[config.mk]
export PLATFORM = sky130hd
export DESIGN_NAME = dot_accumulator
export DESIGN_NICKNAME = d
export VERILOG_FILES = /design/src/rtl/dot_accumulator.sv
export SDC_FILE = /design/constraint.sdc
export NUM_CORES = 1
export LEC_CHECK = 0
export BUFFER_PORTS_ARGS = -buffer_cell sky130_fd_sc_hd__buf_2
export CORE_MARGIN = 3
export CORE_UTILIZATION = 40
export DETAILED_ROUTE_END_ITERATION = 7
export PLACE_DENSITY = 0.57
export SETUP_SLACK_MARGIN = 0.05
export SLEW_MARGIN = 20
export SYNTH_ARGS = -nofsm -noshare
export SYNTH_HDL_FRONTEND = slang
export SYNTH_SLANG_ARGS = --single-unit
[constraint.sdc]
create_clock -name clk -period 2.65 [get_ports clk]
set_input_delay 0.53 -clock clk [delete_from_list [all_inputs] [get_ports clk]]
set_output_delay 0.53 -clock clk [all_outputs]
set_load 0.01 [all_outputs]
[src/rtl/dot_accumulator.sv]
// rtl/dot_accumulator.sv - frame accumulator for per-pair dot-product beats
// Sums a programmed number of 6-bit beats with saturation and tracks the frame maximum.
module dot_accumulator #(
  parameter int LEN_W = 8,
  parameter int ACC_W = 14
) (
  input  logic             clk,
  input  logic             rst_n,
  input  logic             start,
  input  logic [LEN_W-1:0] frame_len,
  input  logic             in_valid,
  output logic             in_ready,
  input  logic [5:0]       in_dot,
  output logic             out_valid,
  input  logic             out_ready,
  output logic [ACC_W-1:0] out_sum,
  output logic [5:0]       out_max,
  output logic [LEN_W-1:0] out_count,
  output logic             out_ovf,
  output logic             out_err,
  output logic             busy
);

  typedef enum logic [1:0] {
    IDLE = 2'd0,
    ACC  = 2'd1,
    DONE = 2'd2
  } state_t;

  state_t           state_q, state_d;
  logic [LEN_W-1:0] len_q, len_d;
  logic [ACC_W-1:0] sum_q, sum_d;
  logic [5:0]       max_q, max_d;
  logic [LEN_W-1:0] count_q, count_d;
  logic             ovf_q, ovf_d;
  logic             err_q, err_d;

  // One extra bit catches the carry-out that signals saturation.
  logic [ACC_W:0]   sum_ext;
  logic [LEN_W-1:0] count_inc;

  assign sum_ext   = {1'b0, sum_q} + {{(ACC_W-5){1'b0}}, in_dot};
  assign count_inc = count_q + LEN_W'(1);

  always_comb begin
    state_d = state_q;
    len_d   = len_q;
    sum_d   = sum_q;
    max_d   = max_q;
    count_d = count_q;
    ovf_d   = ovf_q;
    err_d   = err_q;
    case (state_q)
      IDLE: begin
        if (start) begin
          len_d   = frame_len;
          sum_d   = '0;
          max_d   = '0;
          count_d = '0;
          ovf_d   = 1'b0;
          err_d   = 1'b0;
          state_d = (frame_len != '0) ? ACC : DONE;
        end
      end
      ACC: begin
        if (in_valid) begin
          if (sum_ext[ACC_W]) begin
            sum_d = '1;
            ovf_d = 1'b1;
          end else begin
            sum_d = sum_ext[ACC_W-1:0];
          end
          if (in_dot > max_q) max_d = in_dot;
          if (in_dot > 6'd32) err_d = 1'b1;
          count_d = count_inc;
          if (count_inc == len_q) state_d = DONE;
        end
      end
      DONE: begin
        if (out_ready) state_d = IDLE;
      end
      default: state_d = IDLE;
    endcase
  end

  always_ff @(posedge clk or negedge rst_n) begin
    if (!rst_n) begin
      state_q <= IDLE;
      len_q   <= '0;
      sum_q   <= '0;
      max_q   <= '0;
      count_q <= '0;
      ovf_q   <= 1'b0;
      err_q   <= 1'b0;
    end else begin
      state_q <= state_d;
      len_q   <= len_d;
      sum_q   <= sum_d;
      max_q   <= max_d;
      count_q <= count_d;
      ovf_q   <= ovf_d;
      err_q   <= err_d;
    end
  end

  assign in_ready  = (state_q == ACC);
  assign out_valid = (state_q == DONE);
  assign busy      = (state_q != IDLE);
  assign out_sum   = sum_q;
  assign out_max   = max_q;
  assign out_count = count_q;
  assign out_ovf   = ovf_q;
  assign out_err   = err_q;

endmodule

==> results.json <==
{
  "result_of_the_run": "finished clean",
  "detail_route.drc_violations": 0,
  "timing.critical_path.to_type": "flop",
  "yosysUniqueCellTypes": 51,
  "ctsRootBufferMaster": "clkbuf_8",
  "synth_top_family_by_area": "simple AND/OR/NAND/NOR gates",
  "clk_path_buf_depth": 2,
  "grt_setup_unrepaired": "false",
  "grt_first_pass_wirelength_mm": 10.3,
  "synth.yosys.warnings": 0,
  "register_area_share_after_synthesis_pct": 40.5,
  "vias": 2169,
  "yosys.area_share.xor_xnor_pct": 4.96,
  "dpl-instance-area_mm2": 0.00281,
  "crit_family": "adder cells",
  "detail_route.vias_per_cell": 5.42,
  "netlist_instances": 271,
  "synth_mux_area_share_pct": 3.34,
  "synth_adder_area_share_pct": 7.38,
  "netlist.area_leader.share_pct": 40.5,
  "clkSlewWorstSetupHoldPaths_ps": 80,
  "core_region_area_mm2": 0.00596,
  "critPathRequiredTime_ps": 2820,
  "finalSetupViolations": 0,
  "cp_num_buf_inv": 0,
  "maxClockFrequency_mhz": 451,
  "timing.critical_path.slowest_stage_cell": "fa_1",
  "number_of_synthesized_flops_with_an_enable_pin": 0,
  "maximum_number_of_pins_on_one_net_before_global_route_repair": 41,
  "cts_resized": 0,
  "max-cap-violations": 0,
  "crit_path_max_cell_delay_ps": 430,
  "synth_ff_type": "dfrtp_1",
  "post-synth-top-area-cell": "dfrtp_1",
  "data_arrival_time_of_the_worst_path_ps": 2390,
  "worstHoldPathType": "primary input to asynchronous set/reset pin",
  "worstPathCellList": "ha_1 > fa_1 > a211oi_1 > o21ai_2 > nand2_1 > or3_4 > o311ai_1",
  "cts_made_buffers": 5,
  "clkSinkCount": 40,
  "antenna_cells": 0,
  "tightestPinTransition_ps": 909,
  "mappedNetlistArea_mm2": 0.00247,
  "finalHoldWorstSlack_ps": 362,
  "pin_count": 52,
  "p_per_area_mw_per_mm2": 1050,
  "max-slew-margin-rel_pct": 39.4,
  "dr.first_iter.drc_count": 93,
  "layout.nets": 358,
  "detailedPlacementHpwl_mm": 4.43,
  "initial_core_util_pct": 41.5,
  "yosys_register_bits": 40,
  "drive_gt1_share_pct": 22.8,
  "post_synth_and_or_nand_nor_area_fraction_pct": 21.5,
  "clock_tree.htree_level_count": 2,
  "syn-mean-instance-area_um2": 9.13,
  "area_taken_by_multi_input_logic_gates_mm2": 0.00138,
  "worst_skew_pair.late_latency_ps": 290,
  "io_buffer_count": 51,
  "fill_count": 627,
  "cts_tree": "yes",
  "die_height_um": 84.6,
  "finalWirelength_mm": 6.00,
  "gp_congestion": 0.835,
  "grt_antenna_before_repair": 0,
  "postSynthNetCount": 304,
  "num_rows": 28,
  "fin_skew_ps": 4.47,
  "final.period_utilization_pct": 83.7,
  "ff_latch_area_mm2": 0.00100,
  "p_total_mw": 3.05,
  "grt_use_total_pct": 17.8,
  "fp.dieArea_mm2": 0.00716,
  "finalHoldViolations": 0,
  "layout.cell_area.non_filler_mm2": 0.00291,
  "drt_first_pass_iters": 4,
  "die_w_um": 84.6,
  "finalWorstPathRequiredPeriod_ps": 2220,
  "synthesized_area_fraction_occupied_by_ao_oa_aoi_and_oai_cells_pct": 18.7,
  "post_synth_main_area_contributors": "dfrtp_1, nand2_1, ha_1",
  "timing_max_transition_violations_final": 0,
  "wire_per_inst_um": 15.0,
  "reg2regPathDepth": 7,
  "power_leakage_nw": 1.45,
  "path_max_fanout": 13,
  "grt-ovfl-total": 0,
  "worst-path-stages": 7,
  "fin_setup_tns_ps": 0,
  "postSynth.asyncResetShare_pct": 100,
  "post_cts_setup_buffer_count": 0,
  "worstSetupStartpointType": "flop",
  "holdBufCountCts": 0,
  "crit_type": "flop to flop",
  "power.ir.vdd_worst_uv": 397,
  "first_global_vias": 2101,
  "postRouteAntennaNets": 0,
  "flow.area_growth_from_synthesis_pct": 17.7
}
## area by class of cell
| class | count | share of cell area (%) |
|---|---|---|
| Timing Repair Buffer | 57 | 10.3 |
| Inverter | 10 | 1.29 |
| Sequential cell | 40 | 34.4 |
| Clock buffer | 7 | 3.31 |
| Multi-Input combinational cell | 211 | 47.5 |
| Tap cell | 75 | 3.22 |
## per-layer routing
layer | GRT usage [%] | vias to the layer above | part of all wire (%)
li1 | - | 1079 | -
met1 | 23.1 | 1033 | 46
met2 | 30.1 | 50 | 49
met3 | 3.63 | 7 | 4.3
met4 | 4.75 | 0 | 0.97
met5 | 0 | - | 0
## worst reg2reg max path: cells and delay by family, from the launching register on
kind | cells | cell delay, ps
adders and majority gates | 2 | 660
and+or+nand+nor | 2 | 390
DFF | 1 | 410
AOI/OAI and AO/OA | 3 | 620
## final timing paths
path / startpoint / to / slack (ps)
worst max-delay path: out_sum[0] / out_sum[13] / 430
worst min-delay path: rst_n / out_sum[9] / 360
worst max register to register: out_sum[0] / out_sum[13] / 430
worst min register to register: len_q[1] / len_q[1] / 500
max in group asynchronous: rst_n / out_max[5] / 1720
min in group clk: frame_len[6] / len_q[6] / 440
## registers in the layout (all words and copies together), names as in the netlist
name       count
out_max        6
len_q          8
out_err        1
out_ovf        1
state_q        2
out_sum       14
out_count      8
## placed cells by master, fill, tap and decap left out, types with 3 or more instances in the layout
master	synthesis	layout
nand2_1	58	58
buf_2	1	51
dfrtp_1	40	40
o21ai_0	18	18
ha_1	13	13
nor2_1	12	12
nand3_1	12	12
inv_1	10	10
xnor2_1	9	9
clkbuf_8	0	7
nor2b_1	6	6
mux2i_1	6	6
o211ai_1	6	6
buf_4	0	6
a211oi_1	5	5
xor2_1	5	5
nor3_1	5	5
a21oi_1	5	5
o31ai_1	4	4
a22oi_1	3	3
o21a_1	3	3
a31oi_1	3	3
a21o_1	3	3
nor4_1	3	3
## power breakdown
group	total, mW	internal [mW]	leakage [nW]	switching [mW]
clock network	0.452	0.232	0.0503	0.220
logic	1.54	0.703	0.897	0.833
registers	1.06	0.831	0.506	0.231
total	3.05	1.77	1.45	1.28
## per-stage QoR
step	util [%]	setup slack (ps)	cells
floorplan	-	413	271
global placement	47.2	236	393
detailed placement	47.2	184	393
CTS	48.9	422	400
global route	48.9	192	400
finish	48.9	433	400
## cell families after synthesis
logic type	count (synthesis)
fa+ha+maj	14
buf+inv	20
simple gates	110
compound gates	65
flops	40
mux	8
xor+xnor	14
## synth_stat cells (all sizes together) (3+ instances only)
cell type and number:
a211oi 5, a21o 3, a21oi 5, a22oi 3
a31oi 3, buf 3, clkbuf 7, dfrtp 40
ha 13, inv 10, mux2i 6, nand2 58
nand3 12, nor2 13, nor2b 6, nor3 5
nor4 3, o211ai 6, o21a 3, o21ai 19
o31ai 4, xnor2 9, xor2 5
(Power assumes the default switching activity.)
